--- config.mk ---
export PLATFORM = sky130hd
export DESIGN_NAME = l2_line_burst_adaptor_flat
export DESIGN_NICKNAME = d
export VERILOG_FILES = /design/src/rtl/l2_line_burst_adaptor_if.sv /design/src/rtl/l2_line_burst_adaptor.sv /design/src/flat_wrapper.sv
export SDC_FILE = /design/constraint.sdc
export NUM_CORES = 1
export LEC_CHECK = 0
export BUFFER_PORTS_ARGS = -buffer_cell sky130_fd_sc_hd__buf_2
export CAP_MARGIN = 20
export CORE_AREA = 2 2 275 277
export CTS_BUF_LIST = sky130_fd_sc_hd__clkbuf_4 sky130_fd_sc_hd__clkbuf_8 sky130_fd_sc_hd__clkbuf_16
export DETAILED_ROUTE_END_ITERATION = 12
export DIE_AREA = 0 0 277 279
export PLACE_DENSITY = 0.52
export SYNTH_ARGS = -nofsm -noshare
export SYNTH_HDL_FRONTEND = slang
export SYNTH_SLANG_ARGS = --single-unit
export TNS_END_PERCENT = 100
--- constraint.sdc ---
create_clock -name clk -period 3.8 [get_ports clk]
set_input_delay 0.76 -clock clk [delete_from_list [all_inputs] [get_ports clk]]
set_output_delay 0.76 -clock clk [all_outputs]
set_load 0.01 [all_outputs]
--- src/rtl/l2_line_burst_adaptor_if.sv ---
// L2-side and pmem-side bus bundle for l2_line_burst_adaptor.
// The master modport is the environment (L2 controller plus memory); the slave modport is the adaptor.
interface l2_line_burst_adaptor_if #(
  parameter int s_offset = 5,
  parameter int s_beat   = 64
);
  localparam int LINE = 8 * (2 ** s_offset);

  logic [31:0]       mem_address;
  logic              mem_read;
  logic              mem_write;
  logic [LINE-1:0]   line_i;
  logic [LINE-1:0]   line_o;
  logic              mem_resp;
  logic [31:0]       pmem_address;
  logic              pmem_read;
  logic              pmem_write;
  logic [s_beat-1:0] pmem_rdata;
  logic [s_beat-1:0] pmem_wdata;
  logic              pmem_resp;

  modport master (
    output mem_address, mem_read, mem_write, line_i, pmem_rdata, pmem_resp,
    input  line_o, mem_resp, pmem_address, pmem_read, pmem_write, pmem_wdata
  );

  modport slave (
    input  mem_address, mem_read, mem_write, line_i, pmem_rdata, pmem_resp,
    output line_o, mem_resp, pmem_address, pmem_read, pmem_write, pmem_wdata
  );
endinterface

--- src/rtl/l2_line_burst_adaptor.sv ---
// Line <-> beat burst adaptor between the L2 data array and pmem; one transaction at a time.
// Define L2_ADAPTOR_EARLY_RESP_EN to return mem_resp in the same cycle as the final beat.
module l2_line_burst_adaptor #(
  parameter int s_offset = 5,
  parameter int s_beat   = 64
) (
  input logic                     clk,
  input logic                     rst,
  l2_line_burst_adaptor_if.slave  bus
);
  localparam int LINE    = 8 * (2 ** s_offset);
  localparam int N_BEATS = LINE / s_beat;
  localparam int CW      = (N_BEATS > 1) ? $clog2(N_BEATS) : 1;
  localparam logic [CW-1:0] LAST = CW'(N_BEATS - 1);

  localparam logic [2:0] IDLE   = 3'd0;
  localparam logic [2:0] RBURST = 3'd1;
  localparam logic [2:0] RDONE  = 3'd2;
  localparam logic [2:0] WBURST = 3'd3;
  localparam logic [2:0] WDONE  = 3'd4;

  logic [2:0]      state;
  logic [LINE-1:0] line_buf;
  logic [31:0]     addr;
  logic [CW-1:0]   cnt;
  logic            last_beat;
  logic [31:0]     aligned;

  assign aligned   = bus.mem_address & ~((32'd1 << s_offset) - 32'd1);
  assign last_beat = bus.pmem_resp && (cnt == LAST);

  always_ff @(posedge clk) begin
    if (rst) begin
      state    <= IDLE;
      line_buf <= '0;
      addr     <= '0;
      cnt      <= '0;
    end else begin
      case (state)
        IDLE: begin
          // Write wins when both requests are up.
          if (bus.mem_write) begin
            line_buf <= bus.line_i;
            addr     <= aligned;
            state    <= WBURST;
          end else if (bus.mem_read) begin
            addr     <= aligned;
            state    <= RBURST;
          end
        end
        RBURST: begin
          if (bus.pmem_resp) begin
            line_buf[s_beat*int'(cnt) +: s_beat] <= bus.pmem_rdata;
            if (cnt == LAST) begin
              cnt <= '0;
`ifdef L2_ADAPTOR_EARLY_RESP_EN
              state <= IDLE;
`else
              state <= RDONE;
`endif
            end else begin
              cnt <= cnt + 1'b1;
            end
          end
        end
        WBURST: begin
          if (bus.pmem_resp) begin
            if (cnt == LAST) begin
              cnt <= '0;
`ifdef L2_ADAPTOR_EARLY_RESP_EN
              state <= IDLE;
`else
              state <= WDONE;
`endif
            end else begin
              cnt <= cnt + 1'b1;
            end
          end
        end
        RDONE, WDONE: state <= IDLE;
        default:      state <= IDLE;
      endcase
    end
  end

  assign bus.pmem_read    = (state == RBURST);
  assign bus.pmem_write   = (state == WBURST);
  assign bus.pmem_address = addr;
  assign bus.pmem_wdata   = line_buf[s_beat*int'(cnt) +: s_beat];

  always_comb begin
    bus.mem_resp = (state == RDONE) || (state == WDONE);
    bus.line_o   = line_buf;
`ifdef L2_ADAPTOR_EARLY_RESP_EN
    if ((state == RBURST || state == WBURST) && last_beat)
      bus.mem_resp = 1'b1;
    // Final fill beat bypasses the buffer so the line is complete this cycle.
    if (state == RBURST && last_beat)
      bus.line_o[LINE-s_beat +: s_beat] = bus.pmem_rdata;
`endif
  end
endmodule
--- src/flat_wrapper.sv ---
// flat-port wrapper written by rule: the top's interface ports become plain ports
module l2_line_burst_adaptor_flat 
#(
  parameter int s_offset = 5,
  parameter int s_beat   = 64
)
  (clk, rst, bus_mem_address, bus_mem_read, bus_mem_write, bus_line_i, bus_pmem_rdata, bus_pmem_resp, bus_line_o, bus_mem_resp, bus_pmem_address, bus_pmem_read, bus_pmem_write, bus_pmem_wdata);
  l2_line_burst_adaptor_if #(.s_offset(s_offset), .s_beat(s_beat)) bus_i ();
  input logic clk;
  input logic rst;
  input wire logic [$bits(bus_i.mem_address)-1:0] bus_mem_address;
  input wire logic [$bits(bus_i.mem_read)-1:0] bus_mem_read;
  input wire logic [$bits(bus_i.mem_write)-1:0] bus_mem_write;
  input wire logic [$bits(bus_i.line_i)-1:0] bus_line_i;
  input wire logic [$bits(bus_i.pmem_rdata)-1:0] bus_pmem_rdata;
  input wire logic [$bits(bus_i.pmem_resp)-1:0] bus_pmem_resp;
  output wire logic [$bits(bus_i.line_o)-1:0] bus_line_o;
  output wire logic [$bits(bus_i.mem_resp)-1:0] bus_mem_resp;
  output wire logic [$bits(bus_i.pmem_address)-1:0] bus_pmem_address;
  output wire logic [$bits(bus_i.pmem_read)-1:0] bus_pmem_read;
  output wire logic [$bits(bus_i.pmem_write)-1:0] bus_pmem_write;
  output wire logic [$bits(bus_i.pmem_wdata)-1:0] bus_pmem_wdata;
  assign bus_i.mem_address = bus_mem_address;
  assign bus_i.mem_read = bus_mem_read;
  assign bus_i.mem_write = bus_mem_write;
  assign bus_i.line_i = bus_line_i;
  assign bus_i.pmem_rdata = bus_pmem_rdata;
  assign bus_i.pmem_resp = bus_pmem_resp;
  assign bus_line_o = bus_i.line_o;
  assign bus_mem_resp = bus_i.mem_resp;
  assign bus_pmem_address = bus_i.pmem_address;
  assign bus_pmem_read = bus_i.pmem_read;
  assign bus_pmem_write = bus_i.pmem_write;
  assign bus_pmem_wdata = bus_i.pmem_wdata;
  l2_line_burst_adaptor #(.s_offset(s_offset), .s_beat(s_beat)) u_core (.clk(clk), .rst(rst), .bus(bus_i));
endmodule
==> qor_table.md <==
| Step | Item | This run |
|:---|:---|:---|
| logic synthesis | Adder-Cell Fraction of Synth Area | 0.00407 |
| floorplan | Effective utilization at floorplan | 0.208 |
| cts | Number of buffers inserted to repair setup after CTS | 0 |
| routing | Iteration count of the initial detailed-routing pass | 8 |
| floorplan | Vertical extent of the die | 279 um |
| final layout | Area delta synth->final | 35.3% |
| setup path | Worst path buffer plus inverter count | 2 |
| worst hold path | Hold-critical path endpoint | u_core.bus.pmem_address[24] |
| setup path | Slowest-stage cell, CP | mux4_2 |
| logic synthesis | Compound-Gate Fraction of Synth Area | 0.315 |
| setup path | Reg-to-reg slack, setup | 0.99 ns |
| grt | Maximum number of pins on one net before global-route repair | 137 |
| final layout | Commonest non-fill, non-tap cell in the layout | buf_2 |
| cts | Clk Tree Root Cell | clkbuf_16 |
| logic synthesis | Top cell type by total area after synthesis | dfxtp_1 |
| run status | Outcome | finished clean |
| routing | Wire length after detailed routing | 86.0 mm |
| routing | Detail Route Antenna Nets | 0 |
| floorplan | Std-Cell Rows | 100 |
| cts | Clock insertion delay at the later pin of the skew report | 0.54 ns |
| floorplan | Chip Width | 277 um |
| grt | Vias in the first global route | 17700 |
| timing | Setup TNS Final | 0 ns |
| placement | Buffers on Ports | 701 |
| routing | Drt first-iter violations | 2040 |
| routing | Via density | 5.78 |
| timing | F_max | 311 MHz |
| grt | Overall fraction of global-route tracks in use | 0.207 |
| setup path | Family with the most delay on the worst path | buffers and inverters |
| timing | Fin. Hold Viols | 0 |
| timing | Final critical delay including setup and external delays | 3.22 ns |
| worst hold path | Type of the most critical hold path | in2reg |
| cts | Depth of the CTS H-tree | 2 |
| logic synthesis | Mux share of post-synthesis cell area | 0.0944 |
| final layout | FF/Latch Area | 5770 um^2 |
| final layout | Fin nets | 2535 |
| worst hold path | Startpoint of the tightest hold check path | bus_mem_address[24] |
| cts | Number of buffers inserted for hold repair after clock tree synthesis | 0 |
| logic synthesis | Count of cell types in the netlist | 40 |
| placement | Detailed placer's ending HPWL | 57.7 mm |
| cts | Max clock buf depth | 3 |
| setup path | Slowest Stage Delay on Critical Path | 0.63 ns |
| placement | Final weighted congestion in routability-driven placement | 0.934 |
| logic synthesis | Synth Area in Simple Gates | 0.138 |
| setup path | Cell chain of the critical path | buf_4, mux4_2, buf_2 |
| timing | Relative max-transition margin | 0.398 |
| routing | Remaining design rule violation count | 0 |
| setup path | R2R Path Start | u_core.cnt[0] |
| logic synthesis | Synth top area share | 0.375 |
| logic synthesis | Syn. warnings | 0 |
| setup path | Element type at the critical path start | flip-flop |
| cts | CTS tree | done |
| job | Max-capacitance violation count | 0 |
| timing | RSZ-0062 raised after global routing | false |
| timing | Final setup viols | 0 |
| timing | Max-slew violations | 0 |
| logic synthesis | Post-synthesis register bit count | 288 |
| final layout | Area of the multi-input gates | 8580 um^2 |
| grt | Wire length of the first global-routing pass | 122 mm |
| cts | Quantity of gates resized following cts | 0 |
| cts | Clock Sink Count | 288 |
| logic synthesis | Gate Count Post-Synth | 1627 |
| floorplan | Area enclosed by the die boundary | 77300 um^2 |
| setup path | Depth of the most critical reg-to-reg path | 6 |
| logic synthesis | Portion of the post-synthesis area used by sequential elements | 0.375 |
| logic synthesis | Post-synthesis average cell area | 9.45 um^2 |
| setup path | Terminus of the critical flop-to-flop path | u_core.bus.line_o[48] |
| timing | Transition time at the pin with the least slew margin | 0.903 ns |
| pwr | Static leakage | 8.51 nW |
| pwr | Max IR drop VDD | 284 uV |
| routing | DR vias | 18300 |
| cts | Cts bufs inserted | 37 |
| setup path | Required time of the critical path | 3.04 ns |
| pwr | Power per cell area | 478 nW/um^2 |
| setup path | Arrival time worst endpoint | 2.46 ns |
| setup path | Kind of critical path | reg2out |
| logic synthesis | XOR/XNOR share of the synthesized area | 0.000570 |
| final layout | Final design utilization | 0.281 |
| timing | Setup slack after layout | 0.582 ns |
| logic synthesis | Main combinational cell family by area after synthesis | compound AO/OA/AOI/OAI gates |
| logic synthesis | Cell types occupying the most area after synthesis | dfxtp_1 37%, a221oi_1 15%, a32oi_1 15%, mux4_2 9.4%, nor2_1 6.3% |
| floorplan | Core outline area | 74100 um^2 |
| setup path | Max Fanout on Critical Path | 20 |
| placement | Setup slack at placement | 0.981 ns |
| routing | Routed wirelength normalized by instance count | 27.1 um |
| setup path | Nature of the critical path endpoint | output port |
| final layout | Highest-count cells in the layout ignoring fill and taps | 700 x buf_2, 286 x dfxtp_1, 260 x nor2_1 |
| final layout | Fraction of final layout cells with drive strength greater than 1 | 0.404 |
| cts | Clk pin slew, worst setup/hold paths | 0.06 ns |
| grt | Total grt overflow | 0 |
| worst hold path | Instance count along the most critical hold path | 3 |
| final layout | Filler Cell Count | 8041 |
| timing | Final Cycle Share | 0.847 |
| timing | Setup clock skew after layout | 0.0148 ns |
| floorplan | Number of top-level pins | 712 |
| logic synthesis | Post-synthesis instance area | 15400 um^2 |
| grt | Number of antenna violations at the first check in global routing | 14 |
state kept, by name, indices dropped and copies added, names as in the netlist:
register,flops
u_core.bus.line_o,256
u_core.bus.pmem_address,27
u_core.state,3
u_core.cnt,2
metrics by stage:
| stage | hold slack (ns) | instances | total power [mW] | area (um^2) |
|---|---|---|---|---|
| floorplan | 0.498 | 1631 | 5.25 | 15400 |
| global placement | 0.464 | 3103 | 6.51 | 19700 |
| detailed placement | 0.463 | 3103 | 6.56 | 19700 |
| CTS | 0.425 | 3160 | 9.97 | 20800 |
| global route | 0.450 | 3170 | 10.3 | 20800 |
| finish | 0.469 | 3172 | 9.95 | 20800 |
layer usage:
layer / vias up / routed length [um] / track usage / share of wire
li1: 7645 / - / - / -
met1: 9072 / 33300 / 0.260 / 0.39
met2: 1350 / 40600 / 0.337 / 0.47
met3: 261 / 8310 / 0.0510 / 0.097
met4: 8 / 3680 / 0.0879 / 0.043
met5: - / 47 / 0.00313 / 0.00055
cells in the mapped netlist:
cell type / instances
nor2b_1: 66
a21oi_2: 4
mux2i_1: 1
nand3_1: 31
a211oi_1: 1
o21bai_1: 1
clkbuf_1: 110
nor4b_4: 2
or3_1: 1
buf_2: 117
nor2_1: 260
nand2b_1: 1
conb_1: 1
and2_1: 67
dfxtp_1: 288
a32oi_1: 256
clkbuf_2: 1
buf_1: 5
or2_1: 1
buf_4: 10
buf_6: 1
and3b_1: 1
nand3b_1: 1
nand2_1: 3
nor2_2: 1
xnor2_1: 1
o21ba_2: 1
a22oi_1: 1
nor3b_1: 1
and4bb_2: 1
or3b_1: 1
nand4_1: 4
mux4_2: 64
a21boi_0: 1
o21ai_0: 28
ha_1: 5
and4b_1: 1
a21oi_1: 28
a221oi_1: 256
inv_1: 3
worst max path at each step:
| stage | startpoint | end | slack, ns | cells past startpoint |
|---|---|---|---|---|
| finish | u_core.cnt[0] | bus_pmem_wdata[2] | 0.58 | 3 |
| global route | u_core.cnt[0] | bus_pmem_wdata[2] | 0.46 | 3 |
| CTS | u_core.cnt[0] | bus_pmem_wdata[2] | 0.50 | 3 |
| detailed placement | u_core.cnt[0] | u_core.bus.line_o[48] | 0.98 | 6 |
| global placement | u_core.cnt[0] | u_core.bus.line_o[59] | 1.10 | 6 |
| floorplan | u_core.cnt[1] | u_core.bus.line_o[141] | 1.26 | 9 |
final cells by class:
cell class / instances / share of cell area
multi-input cells: 1096 / 0.412
flip-flops and latches: 288 / 0.277
repair buffers: 747 / 0.196
well taps: 969 / 0.0583
clock buffers: 50 / 0.0507
clock inverters: 7 / 0.00325
diodes: 12 / 0.00144
inverters: 3 / 0.000541
kinds of logic after synthesis:
| family | Yosys count |
|---|---|
| compound gates | 577 |
| xor+xnor | 1 |
| fa+ha+maj | 5 |
| buf+inv | 247 |
| flops | 288 |
| mux | 65 |
| other cells | 1 |
| simple gates | 443 |
worst reg2reg max path: cells and delay by family (launching register included):
kind                       cells  cell delay [ns]
AOI/OAI and AO/OA              2             0.54
adders and majority gates      1             0.53
buffers and inverters          2             0.62
DFF                            1             0.45
and+or+nand+nor                1             0.55
report_power, final:
part | switching (mW) | total, mW | internal (mW) | leakage, nW
sequential | 0.364 | 3.73 | 3.37 | 2.38
combinational | 1.70 | 2.82 | 1.12 | 5.56
clock | 1.40 | 3.40 | 2.00 | 0.567
Note: power is estimated with default switching activity, not from simulation.
